===== src/rtl/enigma_pkg.sv =====
// Shared types, constants and the PS/2 set-2 letter map used by the
// Enigma keyboard input path and everything that consumes its letter codes.
package enigma_pkg;

    // 1-based letter code used across the design: A=1 ... Z=26, 0 = no key.
    typedef logic [4:0] letter_t;
    localparam letter_t LETTER_NONE = 5'd0;

    localparam logic [7:0] SC_BREAK = 8'hF0;
    localparam logic [7:0] SC_EXT   = 8'hE0;

    typedef enum logic [1:0] {
        RX_IDLE,
        RX_DATA,
        RX_PARITY,
        RX_STOP
    } rx_state_e;

    function automatic letter_t scancode_to_letter(input logic [7:0] code);
        letter_t letter;
        case (code)
            8'h1C: letter = 5'd1;
            8'h32: letter = 5'd2;
            8'h21: letter = 5'd3;
            8'h23: letter = 5'd4;
            8'h24: letter = 5'd5;
            8'h2B: letter = 5'd6;
            8'h34: letter = 5'd7;
            8'h33: letter = 5'd8;
            8'h43: letter = 5'd9;
            8'h3B: letter = 5'd10;
            8'h42: letter = 5'd11;
            8'h4B: letter = 5'd12;
            8'h3A: letter = 5'd13;
            8'h31: letter = 5'd14;
            8'h44: letter = 5'd15;
            8'h4D: letter = 5'd16;
            8'h15: letter = 5'd17;
            8'h2D: letter = 5'd18;
            8'h1B: letter = 5'd19;
            8'h2C: letter = 5'd20;
            8'h3C: letter = 5'd21;
            8'h2A: letter = 5'd22;
            8'h1D: letter = 5'd23;
            8'h22: letter = 5'd24;
            8'h35: letter = 5'd25;
            8'h1A: letter = 5'd26;
            default: letter = LETTER_NONE;
        endcase
        return letter;
    endfunction

endpackage


===== src/rtl/ps2_rx_frame.sv =====
// PS/2 device-to-host frame receiver: synchronises the raw pins, deserialises
// 11-bit frames on falling PS/2 clock edges and abandons stalled frames.
module ps2_rx_frame
    import enigma_pkg::*;
#(
    parameter int SYNC_STAGES    = 2,
    parameter int TIMEOUT_CYCLES = 100000
) (
    input  logic       clk_in,
    input  logic       rst_in,
    input  logic       ps2_clk_in,
    input  logic       ps2_data_in,
    output logic [7:0] rx_byte,
    output logic       byte_valid,
    output logic       frame_err
);

    localparam int              TO_W    = $clog2(TIMEOUT_CYCLES);
    localparam logic [TO_W-1:0] TO_LAST = TO_W'(TIMEOUT_CYCLES - 1);
    localparam logic [TO_W-1:0] TO_MAX  = '1;

    logic [SYNC_STAGES-1:0] clk_sync;
    logic [SYNC_STAGES-1:0] data_sync;
    logic                   clk_prev;
    logic                   fall;
    logic                   bit_in;

    rx_state_e       state;
    rx_state_e       state_next;
    logic [3:0]      bit_cnt;
    logic [7:0]      shreg;
    logic            parity_ok;
    logic [TO_W-1:0] to_cnt;
    logic            timed_out;

    logic start_en;
    logic shift_en;
    logic parity_en;
    logic good_d;
    logic err_d;

    // Lines idle high, so the synchroniser resets high to avoid a false edge.
    // NOTE: sequential state uses <= so every flop samples pre-edge values;
    // blocking = here would make results depend on statement order.
    always_ff @(posedge clk_in) begin
        if (rst_in) begin
            clk_sync  <= '1;
            data_sync <= '1;
            clk_prev  <= 1'b1;
        end else begin
            clk_sync  <= {clk_sync[SYNC_STAGES-2:0], ps2_clk_in};
            data_sync <= {data_sync[SYNC_STAGES-2:0], ps2_data_in};
            clk_prev  <= clk_sync[SYNC_STAGES-1];
        end
    end

    assign fall   = clk_prev & ~clk_sync[SYNC_STAGES-1];
    assign bit_in = data_sync[SYNC_STAGES-1];

    // An edge always restarts the idle timer, so it wins over a timeout.
    assign timed_out = (state != RX_IDLE) && !fall && (to_cnt == TO_LAST);

    always_ff @(posedge clk_in) begin
        if (rst_in) state <= RX_IDLE;
        else        state <= state_next;
    end

    // NOTE: every signal gets a default before the case so no path leaves it
    // unassigned; a missing default would infer a latch.
    always_comb begin
        state_next = state;
        if (timed_out) begin
            state_next = RX_IDLE;
        end else if (fall) begin
            case (state)
                RX_IDLE:   if (!bit_in) state_next = RX_DATA;
                RX_DATA:   if (bit_cnt == 4'd7) state_next = RX_PARITY;
                RX_PARITY: state_next = RX_STOP;
                RX_STOP:   state_next = RX_IDLE;
                default:   state_next = RX_IDLE;
            endcase
        end
    end

    always_comb begin
        start_en  = 1'b0;
        shift_en  = 1'b0;
        parity_en = 1'b0;
        good_d    = 1'b0;
        err_d     = timed_out;
        if (fall) begin
            case (state)
                RX_IDLE:   start_en  = !bit_in;
                RX_DATA:   shift_en  = 1'b1;
                RX_PARITY: parity_en = 1'b1;
                RX_STOP: begin
                    good_d = bit_in && parity_ok;
                    err_d  = !(bit_in && parity_ok);
                end
                default: ;
            endcase
        end
    end

    always_ff @(posedge clk_in) begin
        if (rst_in) begin
            bit_cnt    <= 4'd0;
            shreg      <= 8'h00;
            parity_ok  <= 1'b0;
            rx_byte    <= 8'h00;
            byte_valid <= 1'b0;
            frame_err  <= 1'b0;
            to_cnt     <= '0;
        end else begin
            byte_valid <= good_d;
            frame_err  <= err_d;

            if (start_en) bit_cnt <= 4'd0;
            if (shift_en) begin
                shreg   <= {bit_in, shreg[7:1]};
                bit_cnt <= bit_cnt + 4'd1;
            end
            if (parity_en) parity_ok <= ^{shreg, bit_in};
            if (good_d)    rx_byte   <= shreg;

            if (fall || state == RX_IDLE) to_cnt <= '0;
            else if (to_cnt != TO_MAX)    to_cnt <= to_cnt + TO_W'(1);
        end
    end

endmodule


===== src/rtl/enigma_ps2_keyboard.sv =====
// Enigma keyboard input: turns PS/2 set-2 scancodes into the held letter
// code (1..26, 0 = none) plus press/release/error pulses for the datapath.
module enigma_ps2_keyboard
    import enigma_pkg::*;
#(
    parameter int SYNC_STAGES    = 2,
    parameter int TIMEOUT_CYCLES = 100000
) (
    input  logic       clk_in,
    input  logic       rst_in,
    input  logic       ps2_clk_in,
    input  logic       ps2_data_in,
    output logic [4:0] letter_out,
    output logic       press_pulse_out,
    output logic       release_pulse_out,
    output logic       frame_err_out,
    output logic [7:0] scancode_out
);

    logic [7:0] rx_byte;
    logic       byte_valid;

    letter_t letter_q;
    letter_t letter_next;
    letter_t code_letter;
    logic    break_pend;
    logic    break_next;
    logic    ext_pend;
    logic    ext_next;
    logic    press_q;
    logic    press_next;
    logic    release_q;
    logic    release_next;

    ps2_rx_frame #(
        .SYNC_STAGES    (SYNC_STAGES),
        .TIMEOUT_CYCLES (TIMEOUT_CYCLES)
    ) u_rx (
        .clk_in      (clk_in),
        .rst_in      (rst_in),
        .ps2_clk_in  (ps2_clk_in),
        .ps2_data_in (ps2_data_in),
        .rx_byte     (rx_byte),
        .byte_valid  (byte_valid),
        .frame_err   (frame_err_out)
    );

    assign code_letter = scancode_to_letter(rx_byte);

    always_ff @(posedge clk_in) begin
        if (rst_in) begin
            letter_q   <= LETTER_NONE;
            break_pend <= 1'b0;
            ext_pend   <= 1'b0;
            press_q    <= 1'b0;
            release_q  <= 1'b0;
        end else begin
            letter_q   <= letter_next;
            break_pend <= break_next;
            ext_pend   <= ext_next;
            press_q    <= press_next;
            release_q  <= release_next;
        end
    end

    // Any byte other than a prefix consumes both prefix flags. A key switch
    // reports only the new press; a break for a key not held is dropped.
    always_comb begin
        letter_next  = letter_q;
        break_next   = break_pend;
        ext_next     = ext_pend;
        press_next   = 1'b0;
        release_next = 1'b0;
        if (byte_valid) begin
            if (rx_byte == SC_BREAK) begin
                break_next = 1'b1;
            end else if (rx_byte == SC_EXT) begin
                ext_next = 1'b1;
            end else begin
                break_next = 1'b0;
                ext_next   = 1'b0;
                if (!ext_pend && code_letter != LETTER_NONE) begin
                    if (break_pend) begin
                        if (code_letter == letter_q) begin
                            letter_next  = LETTER_NONE;
                            release_next = 1'b1;
                        end
                    end else if (code_letter != letter_q) begin
                        letter_next = code_letter;
                        press_next  = 1'b1;
                    end
                end
            end
        end
    end

    assign letter_out        = letter_q;
    assign press_pulse_out   = press_q;
    assign release_pulse_out = release_q;
    assign scancode_out      = rx_byte;

endmodule


===== config.mk =====
export PLATFORM = sky130hd
export DESIGN_NAME = enigma_ps2_keyboard
export DESIGN_NICKNAME = d
export VERILOG_FILES = /design/src/rtl/enigma_pkg.sv /design/src/rtl/ps2_rx_frame.sv /design/src/rtl/enigma_ps2_keyboard.sv
export SDC_FILE = /design/constraint.sdc
export NUM_CORES = 1
export LEC_CHECK = 0
export CORE_ASPECT_RATIO = 1.1
export CORE_MARGIN = 2
export CORE_UTILIZATION = 55
export CTS_CLUSTER_DIAMETER = 150
export DETAILED_ROUTE_END_ITERATION = 10
export HOLD_SLACK_MARGIN = 0.08
export PLACE_DENSITY = 0.74
export SETUP_SLACK_MARGIN = 0.15
export SLEW_MARGIN = 15
export SYNTH_ARGS = -nofsm -noshare
export SYNTH_HDL_FRONTEND = slang
export SYNTH_HIERARCHICAL = 1
export SYNTH_SLANG_ARGS = --single-unit

===== constraint.sdc =====
create_clock -name clk_in -period 4.2 [get_ports clk_in]
set_input_delay 0.84 -clock clk_in [delete_from_list [all_inputs] [get_ports clk_in]]
set_output_delay 0.84 -clock clk_in [all_outputs]
set_load 0.01 [all_outputs]

# Word level (Yosys, flattened, before mapping)
# Memories as Yosys holds them, arrays and structs flattened. A register that Yosys moved wholly into a read port is not among the register bits.
# Cells that the tools add are included.
dict set report word_totals {
  reg_bits 56
  romBits 640
  elab_cells 89
  memories 1
}
# memory depth word_bits read_ports rd_ports_with_merged_regs write_ports line
set mem_list {}
lappend mem_list {{(no name shown)} 128 5 1 1 0 enigma_pkg.sv:21} ;# case (code)
dict set report op_classes {
  n_addsub 2
  n_eq_ne 14
  n_mux 26
  bitwise 7
  reduce_logical 23
}
# op n
set op_table {}
lappend op_table {{5-bit 2-to-1 mux} 4}
lappend op_table {{17-bit by 1-bit adder with 17-bit output (second input constant)} 1}
lappend op_table {{17-bit == test (second input constant)} 1}
lappend op_table {{17-bit inequality test (second input constant)} 1}
lappend op_table {{8-bit == test (second input constant)} 2}
lappend op_table {{1-bit 2-to-1 mux} 15}
lappend op_table {{7-bit 2-to-1 mux} 2}
lappend op_table {{6-bit OR reduction} 2}
lappend op_table {{9-bit XOR reduction} 1}
lappend op_table {{4-bit 2-to-1 mux} 2}
lappend op_table {{2-bit one-hot mux with 4 select lines} 1}
lappend op_table {{1-bit NOT} 6}
lappend op_table {{6-bit AND reduction} 1}
lappend op_table {{2-bit nonzero test} 3}
lappend op_table {{5-bit == test} 1}
lappend op_table {{5-bit inequality test} 1}
lappend op_table {{5-bit nonzero test} 1}
lappend op_table {{4-bit by 1-bit adder with 4-bit output (second input constant)} 1}
lappend op_table {{2-bit == test (second input constant)} 2}
lappend op_table {{4-bit by 3-bit == test with 1-bit output (second input constant)} 1}
lappend op_table {{1-bit logical AND} 4}
lappend op_table {{1-bit logical NOT} 4}
lappend op_table {{2-bit 2-to-1 mux} 2}
lappend op_table {{2-bit by 1-bit inequality test with 1-bit output (second input constant)} 2}
lappend op_table {{other kinds (8)} 11}

# Logic depth before layout (Yosys ltp)
# Gate-level depths: netlist (run 1).
dict set report depth {
  ltp_word 7
  depth_mapped 11
  ltp_nobuf 9
}

# Hierarchy
# The synthesis (run 1) kept the hierarchy.
# module n_inst cells_per_inst area_per_inst_um2 seq_area_each_um2
set by_module_without_submodules {}
lappend by_module_without_submodules {ps2_rx_frame 1 227 2065.7 940.9}
lappend by_module_without_submodules {enigma_ps2_keyboard 1 171 1378.8 180.2}

# Worst setup path after synthesis (run 1)
# Ideal clock, no wire load.
dict set report synth_timing {
  kind {register to register}
  startpoint {register u_rx.rx_byte[1]}
  endpoint {register letter_q[3] (netlist: letter_out[3])}
  setup_ns 0.079
  arrival_ns 2.523
  required_time_ns 4.121
  setup_slack_ns 1.598
  path_stages_with_launch 12
  path_buffers 2
  period_less_slack_ns 2.602
  cell_sequence {dfxtp_1 -> buf_4 -> inv_1 -> ha_1 -> buf_6 -> mux2_4 -> a221oi_2 -> a311o_2 -> o221ai_2 -> o41a_1 -> nor2b_4 -> a211oi_2}
}
dict set report synth_between {
  elab_chain_len 3
  elab_cells_between_ends 5
  classes_between {eq/ne: 2; bitwise: 2; reduce/logical: 1}
}
# item line
set synth_lines {}
lappend synth_lines {{start, declared} ps2_rx_frame.sv:13} ;# output logic [7:0] rx_byte,
lappend synth_lines {{start signal, assigned} ps2_rx_frame.sv:124} ;# if (good_d) rx_byte <= shreg;
lappend synth_lines {{8-bit == test, on equally long branches} {enigma_ps2_keyboard.sv:77, enigma_ps2_keyboard.sv:75}}
lappend synth_lines {{1-bit NOT (no source line)} n/a}
lappend synth_lines {{6-bit AND reduction (no source line) *} n/a}
lappend synth_lines {{end signal, assigned} enigma_ps2_keyboard.sv:58} ;# letter_q <= letter_next;
lappend synth_lines {{end, declared} enigma_ps2_keyboard.sv:23} ;# letter_t letter_q;
# Every way passes the cells marked *; elsewhere a longest branch is shown, timed or not.
# A chain may end at the register's enable or synchronous reset.

# Worst setup path after layout (run 1)
# Ends and elaborated chain as after synthesis.

==> results of run 1 <==
## how the worst max path moves through the flow
stage,startpoint,to,slack [ns],cells past startpoint
after floorplan,u_rx/rx_byte[1]$_SDFFE_PP0P_,letter_out[3]$_SDFFE_PP0P_,1.60,11
after global placement,u_rx/rx_byte[1]$_SDFFE_PP0P_,letter_out[3]$_SDFFE_PP0P_,1.47,9
after detailed placement,u_rx/rx_byte[1]$_SDFFE_PP0P_,letter_out[3]$_SDFFE_PP0P_,1.38,9
after CTS,u_rx/rx_byte[1]$_SDFFE_PP0P_,letter_out[3]$_SDFFE_PP0P_,1.35,9
after global routing,u_rx/rx_byte[1]$_SDFFE_PP0P_,letter_out[3]$_SDFFE_PP0P_,1.12,9
final,u_rx/rx_byte[1]$_SDFFE_PP0P_,letter_out[3]$_SDFFE_PP0P_,1.35,9
## report_power, final
part / internal [mW] / switching, mW / leakage, nW
Clock: 0.135 / 0.171 / 0.0445
Sequential: 0.533 / 0.00189 / 0.452
Combinational: 0.00802 / 0.0101 / 0.741
## sequential cells by signal, summed over array words and instances (netlist names), 2 cells and up
register / count
u_rx/shreg: 8
u_rx/data_sync: 2
u_rx/rx_byte: 8
u_rx/bit_cnt: 4
u_rx/state: 2
u_rx/clk_sync: 2
u_rx/to_cnt: 17
letter_out: 5
## synth_stat cells, types with 7 or more instances
library cell | n | area share [%]
xor2_1 | 9 | 2.3
mux2i_1 | 15 | 4.4
ha_1 | 12 | 4.4
inv_1 | 11 | 1.2
a21oi_1 | 27 | 3.9
dfxtp_1 | 56 | 33
nand2b_1 | 9 | 1.6
clkbuf_1 | 9 | 0.98
nor2_1 | 46 | 5.0
nand3b_1 | 8 | 1.7
or2_2 | 7 | 1.3
nand2_1 | 44 | 4.8
nand4_1 | 7 | 1.3
nand3_1 | 7 | 1.0
xnor2_1 | 7 | 1.8
## metrics by stage
stage / cell area [um2] / hold WS [ns] / power, mW / utilization [%]
floorplan: 3445 / 0.3895 / 0.5592 / -
global placement: 3582 / 0.3923 / 0.5648 / 58.55
detailed placement: 3582 / 0.4118 / 0.5654 / 58.55
CTS: 3676 / 0.4277 / 0.8681 / 60.08
global route: 3676 / 0.4484 / 0.8914 / 60.08
finish: 3676 / 0.4227 / 0.8580 / 60.08
## metal layers
layer	share of wire [%]	routed length, um	GRT usage (%)
met2	47	3258	35.29
met4	1.6	111	6.270
met3	3.1	215	3.320
met5	0	0	0
met1	48	3307	27.93
## area by class of cell
class | count | share of cell area [%]
Clock buffer | 7 | 2.349
Clock inverter | 1 | 0.2042
Timing Repair Buffer | 20 | 5.378
Tap cell | 80 | 2.723
Sequential cell | 56 | 30.50
Multi-Input combinational cell | 309 | 57.73
Inverter | 11 | 1.123
## logic make-up after synthesis
logic type | after synthesis | synth area share [%]
AND/OR/NAND/NOR | 184 | 29.89
AO/OA/AOI/OAI | 78 | 17.11
flip-flops | 56 | 32.55
buffers and inverters | 33 | 5.848
multiplexers | 18 | 5.521
XOR/XNOR | 17 | 4.722
adder cells (fa/ha/maj) | 12 | 4.359
==> flow_metrics.tcl, run 1 <==
set metrics [dict create \
    wl_um 6892 \
    rrSetupSlack_ns 1.35 \
    cts.sinks 56 \
    gp_congestion 0.8511 \
    rows 30 \
    finalMaxSlewViolations 0 \
    hold_class "reg2reg" \
    critPathBufInv 1 \
    grt_antenna_before_repair 0 \
    rsz0062_at_grt "no" \
    fmax_mhz 351.0 \
    tns_ns 0 \
    final_common_cell "dfxtp_1" \
    finalCritPeriodShare_pct 67.83 \
    place_inst 476 \
    worst_slack_ns 1.351 \
    synth_flop_cell "dfxtp_1" \
    fin_crit_ns 2.849 \
    peakVddDrop_mv 0.2001 \
    fin_skew_ns 0.004609 \
    die-area_mm2 0.006913 \
    crit_chain "inv_1, ha_1, mux2_4, a221oi_2, a311o_2, o221ai_2, o41a_1, nor2b_4, a211oi_2" \
    drc 0 \
    die_h_um 87 \
    synth_enable_flop_cells 0 \
    drtAntennaViolNets 0 \
    syn_inst 398 \
    synth_seq_area_share_pct 32.55 \
    vias 2853 \
    r2r-start "u_rx/rx_byte[1]$_SDFFE_PP0P_" \
    slowest_stage "dfxtp_1" \
    postCtsResizedCells 0 \
    pre_cts_slack_ns 1.381 \
    end_kind "flip-flop" \
    crit_family "compound AO/OA/AOI/OAI gates" \
    core_mm2 0.006118 \
    max-cap-violations 0 \
    area_growth_pct 6.720 \
    final_cells 484 \
    insertion_delay_ns 0.30 \
    synth.distinct_cells 76 \
    synth.avg_cell_area_um2 8.655 \
    synth-seq-cells 56 \
    cts-root-buf "clkbuf_8" \
    cts-buffers-inserted 5 \
    layout_common_cells "56 x dfxtp_1, 46 x nor2_1, 44 x nand2_1" \
    initial_core_util_pct 56.30 \
    die_w_um 79.46 \
    dp_hpwl_um 4939 \
    cts-hold-fix-buffers 0 \
    powerDensity_mw_per_mm2 233.4 \
    startpoint_type "flip-flop" \
    layout-drive-gt1-share_pct 12.62 \
    r2r_cells 9 \
    max_slew_margin_pct 42.46 \
    multi_input_area_mm2 0.002122 \
    h-tree-depth 2 \
    ff_latch_area_mm2 0.001121 \
    drtIter0Drc 148 \
    holdPathEnd "u_rx/data_sync[1]$_SDFF_PP1_" \
    tightest_slew_ns 0.8619 \
    crit_type "reg2reg" \
    grt_remaining_overflow 0 \
    path_clk_slew_ns 0.10 \
    outcome "finished, final reports clean" \
    yosysWarnings 6 \
    worstHoldPathCells 1 \
    cts_max_path_buffers 2 \
    syn_nets 414 \
    fill_cells 555 \
    post_cts_buffers 0 \
    cpPeakStageDelay_ns 0.63 \
    diodes 0 \
    wl_per_cell_um 14.24 \
    hold_start "u_rx/data_sync[0]$_SDFF_PP1_" \
    hold_violations 0 \
    setup_viol 0 \
    dr.pass1.iters 4 \
    path_max_fanout 13 \
    synth_area_mm2 0.003445 \
    grtUsageTotal_pct 21.05 \
    nets 419 \
    grt_pass1_wl_um 11810 \
    grt_max_degree 35 \
    arrival_ns 3.08 \
    io_buffers 19 \
    synth-async-reset-ratio_pct 0 \
    via_per_inst 5.895 \
    worstPathRequired_ns 4.43 \
    reg2reg_to "letter_out[3]$_SDFFE_PP0P_" \
    cts_tree "built" \
    p_leak_nw 1.237 \
    ios 20 \
    first_global_vias 2524 \
]
(Power assumes the default switching activity.)
==> run 2: changes to the inputs <==
- clock period: 4.2 -> 2.9 ns (I/O delays scaled with it)
==> run 2 against run 1 <==
  * Critical path depth did not move
  * Sequential cell count stayed put
  * Worst hold slack got worse by 0.0050 ns
  * Clock power increased by 42%
  * Critical path type unchanged
  * Critical endpoint unchanged
  * Largest power group unchanged
==> flow_metrics.tcl, run 2 (synthesis results as in run 1) <==
set metrics [dict create \
    final_cells 490 \
    pre_cts_slack_ns 0.2703 \
    drc 0 \
    grt_antenna_before_repair 0 \
    die_h_um 87 \
    finalMaxSlewViolations 0 \
    hold_violations 0 \
    largestRegisters "u_rx/to_cnt x17, u_rx/rx_byte x8, u_rx/shreg x8" \
    vias 2833 \
    startpoint_type "flip-flop" \
    ios 20 \
    finish.utilization_pct 60.82 \
    rows 30 \
    outcome "finished, final reports clean" \
    cts_max_path_buffers 2 \
    cts-hold-fix-buffers 0 \
    slowest_stage "o41a_1" \
    wl_um 6987 \
    dr.pass1.iters 4 \
    io_buffers 19 \
    core_mm2 0.006118 \
    fmax_mhz 387.5 \
    gp_congestion 0.8669 \
    setup_viol 0 \
    switchingPower_mw 0.2756 \
    nets 425 \
    drtAntennaViolNets 0 \
    path_clk_slew_ns 0.10 \
    end_kind "flip-flop" \
    crit_type "reg2reg" \
    final_common_cell "dfxtp_1" \
    rsz0062_at_grt "no" \
    seqPwrFrac_pct 62.8 \
    layout-drive-gt1-share_pct 14.63 \
    drtIter0Drc 182 \
    tightest_slew_ns 0.6651 \
    grt_remaining_overflow 0 \
    powerDensity_mw_per_mm2 331.2 \
    initial_core_util_pct 56.30 \
    p_leak_nw 1.275 \
    finalPower_mw 1.233 \
    largest_reg_flops 17 \
    diodes 0 \
    die_w_um 79.46 \
    finalCritPeriodShare_pct 88.98 \
    cts-buffers-inserted 5 \
    arrival_ns 2.83 \
    insertion_delay_ns 0.31 \
    cts-root-buf "clkbuf_8" \
    regMostFlops "u_rx/to_cnt" \
    tns_ns 0 \
    max-cap-violations 0 \
    crit_chain "inv_1, ha_1, mux2_4, a221oi_2, a311o_2, o221ai_2, o41a_1, nor2b_4, a211oi_2" \
    grtUsageTotal_pct 21.49 \
    clockPowerShare_pct 35.1 \
    first_global_vias 2590 \
    area_growth_pct 8.028 \
    cts_tree "built" \
    grt_max_degree 35 \
    comb_power_share_pct 2.1 \
    worst_slack_ns 0.3195 \
    place_inst 481 \
    cts.sinks 56 \
    path_max_fanout 9 \
    fin_crit_ns 2.580 \
    via_per_inst 5.782 \
    fin_skew_ns 0.008744 \
    h-tree-depth 2 \
    max_slew_margin_pct 55.60 \
    p_int_mw 0.9570 \
    die-area_mm2 0.006913 \
    layout_common_cells "54 x dfxtp_1, 46 x nor2_1, 44 x nand2_1" \
    grt_pass1_wl_um 12060 \
    fill_cells 517 \
    wl_per_cell_um 14.26 \
    cpPeakStageDelay_ns 0.52 \
    swShare_pct 22.36 \
    hold_class "reg2reg" \
    peakVddDrop_mv 0.2738 \
    dp_hpwl_um 5079 \
    worstPathRequired_ns 3.15 \
]
[run 2: metal layers]
layer / routed length [um] / global-route usage, % / vias to the layer above / share of wire [%]
met5: 0 / 0 / - / 0
met4: 110 / 6.113 / 0 / 1.6
li1: - / - / 1449 / -
met3: 215 / 4.046 / 10 / 3.1
met1: 3252 / 28.19 / 1333 / 47
met2: 3408 / 36.06 / 41 / 49
[run 2: metrics by stage]
stage          hold WS (ns)  cell area (um2)
2_1_floorplan        0.3895             3445
5_1_grt              0.4332             3721
3_5_place_dp         0.3994             3620
4_1_cts              0.4225             3711
3_3_place_gp         0.3935             3620
6_report             0.4178             3721
[run 2: critical path: cells and delay by family, from the launching register on]
family | cells | cell delay, ns
compound gates | 5 | 1.26
simple gates | 1 | 0.17
flops | 1 | 0.39
mux | 1 | 0.31
buf+inv | 1 | 0.08
fa+ha+maj | 1 | 0.30
[run 2: power by group through the flow]
stage | clock network (mW) | logic [mW] | registers, mW
after global routing | 0.484 | 0.0296 | 0.775
after global placement | 0 | 0.0260 | 0.792
after floorplan | 0 | 0.0184 | 0.791
after CTS | 0.454 | 0.0266 | 0.774
final | 0.432 | 0.0260 | 0.774
after detailed placement | 0 | 0.0265 | 0.792
[run 2: cell type report]
| class | count | area, um2 | share of cell area (%) |
|---|---|---|---|
| multi-input combinational | 309 | 2122 | 57.03 |
| clock buffer | 5 | 68.82 | 1.849 |
| timing repair buffer | 26 | 242.7 | 6.523 |
| tap | 80 | 100.1 | 2.690 |
| clock inverter | 3 | 22.52 | 0.6052 |
| inverter | 11 | 41.29 | 1.110 |
| sequential | 56 | 1124 | 30.20 |
[run 2: timing repair]
action                     4_1_cts  5_1_grt
setup endpoints to repair        0        7
resized for setup                0        2
buffers inserted                 0        1
[run 2: path summary, 6_finish.rpt]
path / from / end / slack, ns / cells after the start
hold / removal: u_rx/clk_sync[0]$_SDFF_PP1_ / u_rx/clk_sync[1]$_SDFF_PP1_ / 0.42 / 1
setup / recovery: u_rx/rx_byte[0]$_SDFFE_PP0P_ / letter_out[3]$_SDFFE_PP0P_ / 0.32 / 9
setup reg to reg: u_rx/rx_byte[0]$_SDFFE_PP0P_ / letter_out[3]$_SDFFE_PP0P_ / 0.32 / 9
hold reg to reg: u_rx/clk_sync[0]$_SDFF_PP1_ / u_rx/clk_sync[1]$_SDFF_PP1_ / 0.42 / 1
